$ cat src/rtl/y86_pkg.sv
// y86_pkg: shared definitions for the Y86-64 SEQ sequencer slice.
//   - icode constants (I_HALT .. I_POP)
//   - processor status codes (stat_e)
//   - stage-state encoding for the sequencer FSM (stage_e)
// No ports; imported by seq_pc_sel and seq_stage_ctrl.
package y86_pkg;

    localparam logic [3:0] I_HALT  = 4'h0;
    localparam logic [3:0] I_NOP   = 4'h1;
    localparam logic [3:0] I_CMOV  = 4'h2;
    localparam logic [3:0] I_IRMOV = 4'h3;
    localparam logic [3:0] I_RMMOV = 4'h4;
    localparam logic [3:0] I_MRMOV = 4'h5;
    localparam logic [3:0] I_OPQ   = 4'h6;
    localparam logic [3:0] I_JXX   = 4'h7;
    localparam logic [3:0] I_CALL  = 4'h8;
    localparam logic [3:0] I_RET   = 4'h9;
    localparam logic [3:0] I_PUSH  = 4'hA;
    localparam logic [3:0] I_POP   = 4'hB;

    typedef enum logic [2:0] {
        STAT_AOK = 3'd1,
        STAT_HLT = 3'd2,
        STAT_ADR = 3'd3,
        STAT_INS = 3'd4
    } stat_e;

    // S_STEP_WAIT is only reachable when single-step support is built in.
    typedef enum logic [3:0] {
        S_IDLE      = 4'd0,
        S_F         = 4'd1,
        S_D         = 4'd2,
        S_E         = 4'd3,
        S_M         = 4'd4,
        S_W         = 4'd5,
        S_PCU       = 4'd6,
        S_HALT      = 4'd7,
        S_STEP_WAIT = 4'd8
    } stage_e;

endpackage

$ cat src/rtl/seq_pc_sel.sv
// seq_pc_sel: combinational next-PC selector.
// Ports:
//   icode  in  4   latched instruction code
//   cnd    in  1   latched branch condition
//   valC   in  64  latched constant word (call / jump target)
//   valP   in  64  latched fall-through PC
//   valM   in  64  latched memory read data (return address)
//   new_pc out 64  PC of the next instruction
module seq_pc_sel
    import y86_pkg::*;
(
    input  logic [3:0]  icode,
    input  logic        cnd,
    input  logic [63:0] valC,
    input  logic [63:0] valP,
    input  logic [63:0] valM,
    output logic [63:0] new_pc
);

    always_comb begin
        new_pc = valP;
        case (icode)
            I_CALL:  new_pc = valC;
            I_JXX:   if (cnd) new_pc = valC;
            I_RET:   new_pc = valM;
            default: new_pc = valP;
        endcase
    end

endmodule

$ cat src/rtl/seq_stage_ctrl.sv
// seq_stage_ctrl: multi-cycle sequencer for the Y86-64 SEQ processor.
// Walks one instruction through F, D, E, M, W and PC-update, one stage per
// cycle, owns the architectural PC and Stat, and stops on halt or a fault.
//
// Optional build macro: SEQ_SINGLE_STEP_EN adds a `step` input; after each
// PC update the machine parks in S_STEP_WAIT until step (or start).
//
// Ports:
//   clk, rst        clock, synchronous active-high reset
//   step            (SEQ_SINGLE_STEP_EN only) advance one instruction
//   start/start_pc  begin execution at start_pc from IDLE/HALT/STEP_WAIT
//   icode, valC, valP, imem_error, instr_valid, hlt   fetch results (F cycle)
//   cnd             condition from execute (E cycle)
//   valM, dmem_error  memory results (M cycle)
//   pc              architectural PC, stable for a whole instruction
//   en_f..en_w      one-hot stage enables (Moore, decoded from state flop)
//   stat            1=AOK 2=HLT 3=ADR 4=INS
//   busy            high in any stage state F..PCU
//   instr_count     retired-instruction count, wraps
//   state_dbg       current FSM state encoding (stage_e)
//
// Handshake: start/step are single-cycle pulses sampled on the rising edge;
// they are acted on only when busy is low, and rst wins over both.
module seq_stage_ctrl
    import y86_pkg::*;
#(
    parameter logic [63:0] RESET_PC = 64'd0,
    parameter int          CNT_W    = 32
) (
    input  logic             clk,
    input  logic             rst,
`ifdef SEQ_SINGLE_STEP_EN
    input  logic             step,
`endif
    input  logic             start,
    input  logic [63:0]      start_pc,
    input  logic [3:0]       icode,
    input  logic [63:0]      valC,
    input  logic [63:0]      valP,
    input  logic             imem_error,
    input  logic             instr_valid,
    input  logic             hlt,
    input  logic             cnd,
    input  logic [63:0]      valM,
    input  logic             dmem_error,
    output logic [63:0]      pc,
    output logic             en_f,
    output logic             en_d,
    output logic             en_e,
    output logic             en_m,
    output logic             en_w,
    output logic [2:0]       stat,
    output logic             busy,
    output logic [CNT_W-1:0] instr_count,
    output logic [3:0]       state_dbg
);

    stage_e           state_q, state_d;
    logic [63:0]      pc_q, pc_d;
    stat_e            stat_q, stat_d;
    logic [CNT_W-1:0] cnt_q, cnt_d;

    // Per-instruction values captured in the stage where they are valid.
    logic [3:0]       icode_q, icode_d;
    logic [63:0]      valc_q, valc_d;
    logic [63:0]      valp_q, valp_d;
    logic             cnd_q, cnd_d;
    logic [63:0]      valm_q, valm_d;

    logic [63:0]      new_pc;

    seq_pc_sel u_pc_sel (
        .icode  (icode_q),
        .cnd    (cnd_q),
        .valC   (valc_q),
        .valP   (valp_q),
        .valM   (valm_q),
        .new_pc (new_pc)
    );

    // State register
    always_ff @(posedge clk) begin
        if (rst) begin
            state_q <= S_IDLE;
            pc_q    <= RESET_PC;
            stat_q  <= STAT_AOK;
            cnt_q   <= '0;
            icode_q <= '0;
            valc_q  <= '0;
            valp_q  <= '0;
            cnd_q   <= 1'b0;
            valm_q  <= '0;
        end else begin
            state_q <= state_d;
            pc_q    <= pc_d;
            stat_q  <= stat_d;
            cnt_q   <= cnt_d;
            icode_q <= icode_d;
            valc_q  <= valc_d;
            valp_q  <= valp_d;
            cnd_q   <= cnd_d;
            valm_q  <= valm_d;
        end
    end

    // Next-state and datapath update
    always_comb begin
        state_d = state_q;
        pc_d    = pc_q;
        stat_d  = stat_q;
        cnt_d   = cnt_q;
        icode_d = icode_q;
        valc_d  = valc_q;
        valp_d  = valp_q;
        cnd_d   = cnd_q;
        valm_d  = valm_q;

        case (state_q)
            S_IDLE, S_HALT: begin
                if (start) begin
                    state_d = S_F;
                    pc_d    = start_pc;
                    stat_d  = STAT_AOK;
                end
            end
            S_F: begin
                icode_d = icode;
                valc_d  = valC;
                valp_d  = valP;
                // Fault priority: address fault, then bad instruction, then halt.
                if (imem_error) begin
                    stat_d  = STAT_ADR;
                    state_d = S_HALT;
                end else if (!instr_valid) begin
                    stat_d  = STAT_INS;
                    state_d = S_HALT;
                end else if (hlt) begin
                    stat_d  = STAT_HLT;
                    state_d = S_HALT;
                end else begin
                    state_d = S_D;
                end
            end
            S_D: state_d = S_E;
            S_E: begin
                cnd_d   = cnd;
                state_d = S_M;
            end
            S_M: begin
                valm_d = valM;
                if (dmem_error) begin
                    stat_d  = STAT_ADR;
                    state_d = S_HALT;
                end else begin
                    state_d = S_W;
                end
            end
            S_W: state_d = S_PCU;
            S_PCU: begin
                pc_d  = new_pc;
                cnt_d = cnt_q + CNT_W'(1);
`ifdef SEQ_SINGLE_STEP_EN
                state_d = S_STEP_WAIT;
`else
                state_d = S_F;
`endif
            end
            S_STEP_WAIT: begin
`ifdef SEQ_SINGLE_STEP_EN
                if (start) begin
                    state_d = S_F;
                    pc_d    = start_pc;
                    stat_d  = STAT_AOK;
                end else if (step) begin
                    state_d = S_F;
                end
`else
                state_d = S_IDLE;
`endif
            end
            default: state_d = S_IDLE;
        endcase
    end

    // Moore outputs decoded from the state flop
    always_comb begin
        en_f = (state_q == S_F);
        en_d = (state_q == S_D);
        en_e = (state_q == S_E);
        en_m = (state_q == S_M);
        en_w = (state_q == S_W);
        busy = (state_q == S_F) || (state_q == S_D) || (state_q == S_E) ||
               (state_q == S_M) || (state_q == S_W) || (state_q == S_PCU);
    end

    assign pc          = pc_q;
    assign stat        = stat_q;
    assign instr_count = cnt_q;
    assign state_dbg   = state_q;

endmodule

$ cat config.mk
export PLATFORM = sky130hd
export DESIGN_NAME = seq_stage_ctrl
export DESIGN_NICKNAME = d
export VERILOG_FILES = /design/src/rtl/y86_pkg.sv /design/src/rtl/seq_pc_sel.sv /design/src/rtl/seq_stage_ctrl.sv
export SDC_FILE = /design/constraint.sdc
export NUM_CORES = 1
export LEC_CHECK = 0
export ABC_AREA = 1
export CAP_MARGIN = 10
export CELL_PAD_IN_SITES_DETAIL_PLACEMENT = 0
export CELL_PAD_IN_SITES_GLOBAL_PLACEMENT = 1
export CORE_MARGIN = 8
export CORE_UTILIZATION = 33
export CTS_CLUSTER_SIZE = 24
export DETAILED_ROUTE_END_ITERATION = 12
export GPL_TIMING_DRIVEN = 0
export PLACE_DENSITY = 0.88
export SETUP_SLACK_MARGIN = 0.1
export SLEW_MARGIN = 20
export SYNTH_ARGS = -nofsm -noshare
export SYNTH_HDL_FRONTEND = slang
export SYNTH_SLANG_ARGS = --single-unit
$ cat constraint.sdc
create_clock -name clk -period 1.6 [get_ports clk]
set_input_delay 0.16 -clock clk [delete_from_list [all_inputs] [get_ports clk]]
set_output_delay 0.16 -clock clk [all_outputs]
set_load 0.05 [all_outputs]
---- After elaboration in Yosys (flattened, before gate mapping) ----
Cells that the tools add are included.
operators by class
  add/sub/neg operators ................... 1
  multipliers ............................. 0
  div/mod/pow operators ................... 0
  $lt $le $gt $ge ......................... 0
  equal/unequal tests ..................... 13
  shifts and indexed selects .............. 0
  muxes and demuxes ....................... 16
  bitwise logic cells ..................... 0
  reductions and logical operators ........ 11
operators by type and width
  operator                 number
  $pmux W64 S3             1
  $mux W64                 2
  $pmux W64 S2             1
  $add A32 B1 Y32 const B  1
  $pmux W4 S7              1
  $mux W3                  8
  $eq A4 B3 Y1 const B     5
  $pmux W3 S3              1
  $eq A4 B2 Y1 const B     2
  $eq A4 B4 Y1 const B     2
  $logic_or A1 B1 Y1       5
  $eq A4 B1 Y1 const B     1
  $logic_not A4 Y1         1
  $mux W4                  1
  $ne A2 B2 Y1 const B     2
  $ne A4 B4 Y1 const B     1
  $reduce_and A4 Y1        1
  $reduce_bool A3 Y1       1
  $mux W2                  1
  $reduce_and A2 Y1        1
  $reduce_bool A2 Y1       1
  $reduce_or A2 Y1         1
storage, ports and cells
  bits in registers ....................... 300
  bits in latches ......................... 0
  bits in writable memories ............... 0
  memory bits (read-only) ................. 0
  input bits .............................. 268
  output and inout port bits .............. 109
  word-level logic and storage cells ...... 50
  memories kept ........................... 0

---- Depth between registers and ports, before layout ----
Gate-level depths: netlist of the first run.
  depth after elaboration ................. 6
  mapped depth ............................ 11
  gate-level depth less buffers ........... 10

---- Hierarchy ----
From an unflattened synthesis of the first run, not the netlist that was laid out.
unflattened totals
  cell total of the unflattened synthesis .. 2143
  area, all modules ....................... 14531.4 um^2
by module, submodules not included
  module          times used  cells each  area each (um^2)  seq. area each (um^2)
  seq_stage_ctrl  1           1559        11858.9           5985.7
  seq_pc_sel      1           584         2672.6            0.0

---- Least setup slack after synthesis of the first run ----
No wires, ideal clock.
  kind .................................... register to register
  from .................................... register state_q[1] (netlist: state_dbg[1])
  to ...................................... register state_q[1] (netlist: state_dbg[1])
  arrival time ............................ 2.191 ns
  data required time ...................... 1.531 ns
  slack ................................... -0.660 ns
  stages on the path, launching flop included .. 5
  period minus slack after synthesis ...... 2.260 ns
  cell sequence ........................... dfxtp_1 inv_2 nor3_1 nor3_1 nor2_1
RTL lines
  item                    line                   source
  start, declared         seq_stage_ctrl.sv:58   stage_e state_q, state_d;
  start signal, assigned  seq_stage_ctrl.sv:94   state_q <= state_d;
  $eq A4 B2 Y1            --
  named net en_d          seq_stage_ctrl.sv:48   output logic en_d,
  $pmux W4 S7             seq_stage_ctrl.sv:118  case (state_q)
The timed path passes the listed nets, and every way through them passes these cells.
A chain may end at the register's enable or synchronous reset.

---- Worst setup path after layout of the first run ----
  from .................................... register state_q[0] (netlist: state_dbg[0])
  to ...................................... output en_f
between the ends
  longest elaborated chain between the ends .. 1
ends and longest elaborated chain
  item           line                   source
  $eq A4 B1 Y1   seq_stage_ctrl.sv:187  en_f = (state_q == S_F);
  end, declared  seq_stage_ctrl.sv:47   output logic en_f,
No other way between the ends.

==> out/summary.txt, run 1 <==
=============================================================================
Overall global routing resource usage                                  0.2134
Count of buffers from port buffering                                      375
Via/cell ratio                                                          4.831
Maximum achievable frequency                                       0.5942 GHz
First-pass GRT wire length                                          78,650 µm
Ratio of final minimum period to clock period                           1.052
Portion of the post-synthesis area used by sequential elements         0.4554
Bufs on Longest Clock Path                                                  3
Clock power frac                                                        0.206
Floorplan Core Area                                                39,550 µm²
Series of cell instances along the critical path                 buf_12 -> inv_8 -> nor2_4 -> nand2_4 -> clkinvlp_4 -> buf_8
Post-route ant nets                                                         0
I/O pin cnt                                                               377
Non-filler cells in the finished layout                                 2,926
Worst slew margin                                                      0.6322
Final setup fails                                                          10
Synthesized Nets                                                        2,176
Layout Skew                                                        0.01758 ns
Post-synthesis cell type count                                             34
Chip Width                                                           215.6 µm
Maximum number of pins on one net before global-route repair               13
Synthesized flop and latch total                                          299
Worst hold-check slack                                              0.2306 ns
Path class of the lowest-slack min-delay path                       in -> reg
Via count of the first global-routing pass                             13,871
Synthesized area divided by synthesized cell count                  6.892 µm²
Setup repair after global routing missed its margin                      true
Crit Path Max Fanout                                                        5
Placed Instances                                                        2,807
Antenna violations before repair                                           17
Routability Congestion                                                 0.8589
TritonRoute pass-1 iters                                                    5
Num CTS Buffers                                                            36
Final core area utilization                                            0.5398
Hold-fix buffer count after cts                                             0
Count of standard-cell rows                                                73
Run status                                                       finished, violations left
Max-cap violations                                                          0
Mapped Cells                                                            1,907
Kind of critical path                                              reg -> out
Internal power                                                       23.45 mW
Pwr Density                                                       1882 nW/µm²
Worst-Margin Slew                                                   0.5517 ns
Critical Path Source Type                                            register
Pins over their slew limit                                                  0
Worst-case setup margin in the final layout                       -0.08304 ns
NetSw                                                                16.74 mW
Violations in the final reports                                  negative setup slack
Post-synthesis instance area                                       13,140 µm²
Number of nets at the end of the flow                                   2,632
Clock net sink count                                                      299
Static power due to leakage                                          8.421 nW
Net switching share of the total power                                 0.4165
Global route total overflow                                                 0
Cell area after placement                                          17,800 µm²
Starting Density                                                       0.3323
Arrival time of the worst setup path                                  1.52 ns
Worst skew pair latency                                               0.53 ns
Number of warnings issued by yosys                                          0
Commonest cells after routing, fill and taps aside               inv_1 (291), dfxtp_1 (270), clkdlybuf4s50_1 (267)
Detailed-route wire length per cell                                  18.22 µm
Required time reported for the critical path endpoint                 1.44 ns
Critical path endpoint category                                    output pin
DRC violation count after routing                                           0
Sequential fraction of design power                                     0.279
Cell with the largest stage delay on the worst path                   dfxtp_4
TritonCTS clock tree                                                      yes
Logic pwr share                                                         0.515
Clock-pin slew on the worst setup and hold paths                      0.06 ns
Final count of hold timing violations                                       0
Violation count after the first detailed-route iteration                  663
Growth of design area from synthesis to finish                         62.41%
Chip Height                                                          215.6 µm
Finished Cell Area                                                 21,350 µm²
Share of post-route cells with drive strength above 1                  0.2462
Most common cell after layout, fill and taps aside                      inv_1
Die outline area                                                   46,470 µm²
Aggregate routed wire length                                        53,300 µm
Final min period                                                     1.683 ns
Via count                                                              14,135
Crit path largest cell delay                                          0.36 ns
HPWL reported at the end of detailed placement                      39,190 µm
CTS H-tree lvls                                                             2
Clock tree root driver cell                                         clkbuf_16
VDD IR-drop max                                                     0.9619 mV
=============================================================================
## metrics by stage
step	TNS [ns]	power, mW	setup slack, ns
6_report	-0.3352	40.18	-0.08304
4_1_cts	-0.6145	37.87	-0.1109
3_3_place_gp	-208.92	27.00	-1.218
5_1_grt	-4.858	42.61	-0.1463
2_1_floorplan	0	22.03	0.04156
3_5_place_dp	-214.70	27.37	-1.244
## registers in the layout (all words and copies together), names as in the netlist
register,cells
stat,3
valp_q,64
valc_q,64
icode_q,4
pc,64
instr_count,32
valm_q,64
cnd_q,1
state_dbg,3
## Yosys cell counts (all sizes together)
cell,instances,area share
nor2,212,0.063
nand3,24,0.0099
o22ai,64,0.030
clkinv,1,0.00029
inv,300,0.086
o21ai,336,0.13
nand3b,1,0.00057
dfxtp,299,0.46
conb,1,0.00029
or2,1,0.00048
clkbuf,71,0.020
nand2,309,0.088
xor2,6,0.0040
ha,1,0.00095
o21a,1,0.00057
buf,53,0.023
nand4,4,0.0024
a31oi,1,0.00048
nor3b,2,0.0015
a21oi,212,0.081
a211oi,1,0.00057
xnor2,1,0.00067
nor3,6,0.0023
## what timing repair did
action | CTS | global route
pin swaps | 38 | 32
buffers inserted | 26 | 13
gates resized for setup | 661 | 388
setup endpoints to repair | 381 | 301
cloned | 0 | 6
## path summary, 6_finish.rpt
path           startpoint         end  slack, ns  cells after the start
max          state_dbg[0]        en_f      -0.08                      6
min              valM[47]  valm_q[47]       0.23                      3
max reg2reg  state_dbg[0]      pc[25]      -0.02                     10
min reg2reg    valp_q[27]  valp_q[27]       0.45                      2
## final cells by class
class	instances	area, µm²
multi-input cells	1183	6609
well taps	525	656.9
flip-flops and latches	299	6037
clock buffers	51	1040
plain buffers	123	1349
clock inverters	12	153.9
diodes	13	32.53
fillers	3666	18200
repair buffers	419	4317
inverters	301	1152
## power groups by stage
stage,clock (mW),sequential [mW],combinational [mW]
after floorplan,0,13.8,8.21
after global placement,0,11.2,15.8
after detailed placement,0,11.3,16.1
after CTS,8.49,11.2,18.2
after global routing,8.76,11.4,22.4
final,8.30,11.2,20.7
## worst max-delay path: cells and delay by family (launching register included)
kind	cells	cell delay, ns
DFF	1	0.36
and+or+nand+nor	2	0.21
buffers and inverters	4	0.42
## metal layers
| layer | vias to the layer above | global-route usage | part of all wire |
|---|---|---|---|
| li1 | 7040 | - | - |
| met1 | 6580 | 0.2570 | 0.42 |
| met2 | 395 | 0.3583 | 0.48 |
| met3 | 110 | 0.04853 | 0.055 |
| met4 | 10 | 0.09782 | 0.038 |
| met5 | - | 0 | 0.0011 |
## kinds of logic (layout without fill, tap and decap cells)
family	count (synthesis)	in the layout	synth area share
buffers and inverters	425	906	0.1297
DFF	299	299	0.4554
AOI/OAI and AO/OA	615	615	0.2410
xor gates and xnor gates	7	7	0.004665
and+or+nand+nor	559	559	0.1680
adders and majority gates	1	1	0.0009518
other	1	14	0.0002853
(Power assumes the default switching activity.)
==> run 2, diff against run 1 <==
--- a/config.mk
+++ b/config.mk
@@ -10,7 +10,7 @@
 export CELL_PAD_IN_SITES_DETAIL_PLACEMENT = 0
 export CELL_PAD_IN_SITES_GLOBAL_PLACEMENT = 1
 export CORE_MARGIN = 8
-export CORE_UTILIZATION = 33
+export CORE_UTILIZATION = 34
 export CTS_CLUSTER_SIZE = 24
 export DETAILED_ROUTE_END_ITERATION = 12
 export GPL_TIMING_DRIVEN = 0
@@ -19,4 +19,5 @@
 export SLEW_MARGIN = 20
 export SYNTH_ARGS = -nofsm -noshare
 export SYNTH_HDL_FRONTEND = slang
+export SYNTH_HIERARCHICAL = 1
 export SYNTH_SLANG_ARGS = --single-unit
==> run 2 against run 1 <==
The flow still finishes with violations (negative setup slack). Combinational power down 21%. Register-to-register slack got worse by 0.12 ns. Synthesized cell count up 12%. Via count grew 19%. Worst hold slack got worse by 0.069 ns. Final cell count is 7.9% higher. Largest cell class unchanged. Highest routed layer unchanged.
==> out/summary.txt, run 2 <==
==============================================================================
Run status                                                        finished, violations left
Violations in the final reports                                   negative setup slack
Clock net sink count                                                       299   unchanged
Mapped Cells                                                             2,143   +12%
Crit path largest cell delay                                           0.38 ns   +0.02 ns
Detailed-route wire length per cell                                   20.98 µm   +15%
Design Power                                                          35.80 mW   -11%
Met1 demand-to-capacity share in global routing                         0.3175   +0.06049
Ratio of final minimum period to clock period                            1.100   +0.04784
Crit Path Max Fanout                                                         7   +2
Overall global routing resource usage                                   0.2540   +0.04069
Finished Cell Area                                                  20,990 µm²   -1.7%
Cell area after placement                                           19,000 µm²   +6.7%
Via count of the first global-routing pass                              16,619   +20%
Post-synthesis cell type count                                              31   -8.8%
CTS H-tree lvls                                                              2   unchanged
Maximum achievable frequency                                        0.5683 GHz   -4.3%
Final core area utilization                                             0.4993   -0.04044
Num CTS Buffers                                                             37   +2.8%
Portion of the post-synthesis area used by sequential elements          0.4119   -0.04349
Floorplan Core Area                                                 42,040 µm²   +6.3%
Chip Height                                                           222.7 µm   +3.3%
Bufs on Longest Clock Path                                                   3   unchanged
Met3 capacity usage during global routing                              0.05256   +0.004024
Synth cell count leaders                                          nand2_1 (732), dfxtp_1 (299), nand3_1 (294)
Start of the worst register-to-register path                      state_dbg[0]
Beginning of the worst hold path                                      icode[3]
Antenna violations before repair                                             8   -9
Max-cap violations                                                           0   unchanged
Static power due to leakage                                           9.236 nW   +9.7%
Worst-Margin Slew                                                    0.9105 ns   +0.3588 ns
Post-route ant nets                                                          0   unchanged
Layout Skew                                                         0.01603 ns   -0.001553 ns
Growth of design area from synthesis to finish                          44.46%
Hold-fix buffer count after cts                                              0   unchanged
Worst slew margin                                                       0.3930   -0.2392
Violation count after the first detailed-route iteration                 1,727   +160%
Pwr Density                                                        1706 nW/µm²   -9.4%
Starting Density                                                        0.3457   +0.01331
Critical Path Source Type                                             register
Clock tree root driver cell                                          clkbuf_16
Via/cell ratio                                                           5.343   +11%
Most congested layer reported by global routing                           met2
Global route total overflow                                                  0   unchanged
TritonRoute pass-1 iters                                                     6   +1
Commonest cells after routing, fill and taps aside                nand2_1 (727), nand3_1 (289), dfxtp_1 (273)
Number of warnings issued by yosys                                           6   +6
Non-filler cells in the finished layout                                  3,156   +7.9%
Worst-case setup margin in the final layout                         -0.1596 ns   -0.07654 ns
Critical path endpoint category                                     output pin
Family with the most delay on the worst path                      buffers and inverters
Post-synth EDFFs                                                             0   unchanged
Final min period                                                      1.760 ns   +0.07654 ns
Proportion of netlist area held by the largest area contributor         0.4119   -0.04349
Cell type with the highest aggregate area in the netlist               dfxtp_1
Kind of critical path                                               reg -> out
Share of flip-flops with an asynchronous set or reset                        0   unchanged
Synthesized flop and latch total                                           299   unchanged
VDD IR-drop max                                                      0.9374 mV   -2.5%
Final setup fails                                                          109   +99
Post-synthesis instance area                                        14,530 µm²   +11%
DRC violation count after routing                                            0   unchanged
Final-layout setup total negative slack                              -4.288 ns   -3.953 ns
Most frequent cell on the critical path                                  buf_8
Worst skew pair latency                                                0.55 ns   +0.02 ns
Global routing usage on met2                                            0.4262   +0.06788
HPWL reported at the end of detailed placement                       48,860 µm   +25%
Required time reported for the critical path endpoint                  1.44 ns   about the same
I/O pin cnt                                                                377   unchanged
Final count of hold timing violations                                        0   unchanged
Aggregate routed wire length                                         66,220 µm   +24%
Count of standard-cell rows                                                 75   +2.7%
Clock-pin slew on the worst setup and hold paths                       0.06 ns   about the same
Placed Instances                                                         3,056   +8.9%
Via count                                                               16,861   +19%
Synthesized area divided by synthesized cell count                   6.781 µm²   -1.6%
Setup repair after global routing missed its margin                       true
TritonCTS clock tree                                                       yes
Chip Width                                                            222.7 µm   +3.3%
Number of nets at the end of the flow                                    2,854   +8.4%
Most used standard cell by instance count after synthesis              nand2_1
Count of buffer and inverter cells on the critical path                      4   unchanged
First-pass GRT wire length                                           98,880 µm   +26%
Top cells by area in the synthesized netlist                      dfxtp_1 (41%), nand2_1 (19%), nand3_1 (10%)
Source of the critical timing path                                state_dbg[1]
Share of post-route cells with drive strength above 1                   0.1299   -0.1163
Die outline area                                                    49,610 µm²   +6.8%
Routability Congestion                                                  0.9079   +5.7%
Arrival time of the worst setup path                                   1.60 ns   +0.08 ns
Cell with the largest stage delay on the worst path                    dfxtp_4
Count of buffers from port buffering                                       374   -0.27%
Series of cell instances along the critical path                  inv_6 -> nand2_4 -> nor2_4 -> buf_12 -> buf_8 -> buf_8
Path class of the lowest-slack min-delay path                        in -> reg
Most common cell after layout, fill and taps aside                     nand2_1
Pins over their slew limit                                                   0   unchanged
Synthesized Nets                                                         2,412   +11%
Synth Flop Type                                                        dfxtp_1
Maximum number of pins on one net before global-route repair                12   -1
==============================================================================
## run 2: per-stage QoR
| step | hold slack, ns | worst slack [ns] |
|---|---|---|
| global route | 0.1686 | -0.2118 |
| CTS | 0.1368 | -0.1901 |
| global placement | 0.4574 | -0.9896 |
| finish | 0.1614 | -0.1596 |
| detailed placement | 0.4630 | -0.9854 |
| floorplan | 0.2949 | 0.07471 |
## run 2: what timing repair did
action,CTS,global route
setup endpoints to repair,399,381
cloned,1,2
pin swaps,9,2
setup buffers,21,5
resized for setup,362,87
## run 2: metal layers
metal	vias to the layer above	routed length (µm)
met5	-	27
met4	4	2224
met3	130	5450
met2	767	31060
met1	7970	27450
li1	7990	-
## run 2: cells by family (layout without fill, tap and decap cells)
family	count (synthesis)	count (layout)	share of synthesized area
AO/OA/AOI/OAI	293	293	0.1240
XOR/XNOR	3	3	0.001808
adder cells (fa/ha/maj)	1	1	0.0008609
buffers and inverters	226	692	0.07629
flip-flops	299	299	0.4119
other	1	9	0.0002581
AND/OR/NAND/NOR	1320	1320	0.3849
## run 2: final timing paths
| check | endpoint | slack (ns) | cells past startpoint |
|---|---|---|---|
| worst min-delay path | icode_q[3] | 0.16 | 3 |
| worst min register to register | instr_count[2] | 0.48 | 2 |
| worst max-delay path | en_m | -0.16 | 6 |
| worst max register to register | pc[60] | -0.14 | 9 |
## run 2: report_power, final
part	internal, mW	switching (mW)
clock	5.10	3.35
combinational	5.72	10.6
sequential	9.60	1.44
total	20.4	15.4
## run 2: area by class of cell
class	instances	area, µm²
Fill cell	4239	21050
Multi-Input combinational cell	1618	7637
Clock inverter	10	135.1
Sequential cell	299	6031
Timing Repair Buffer	403	3931
Antenna cell	8	20.02
Buffer	165	1252
Inverter	61	244.0
Clock buffer	53	1066
Tap cell	539	674.4
## run 2: worst register-to-register path, delay by kind of cell (launching register included)
family | cells | cell delay, ns
and+or+nand+nor | 5 | 0.66
buffers and inverters | 3 | 0.49
DFF | 1 | 0.35
AOI/OAI and AO/OA | 1 | 0.14
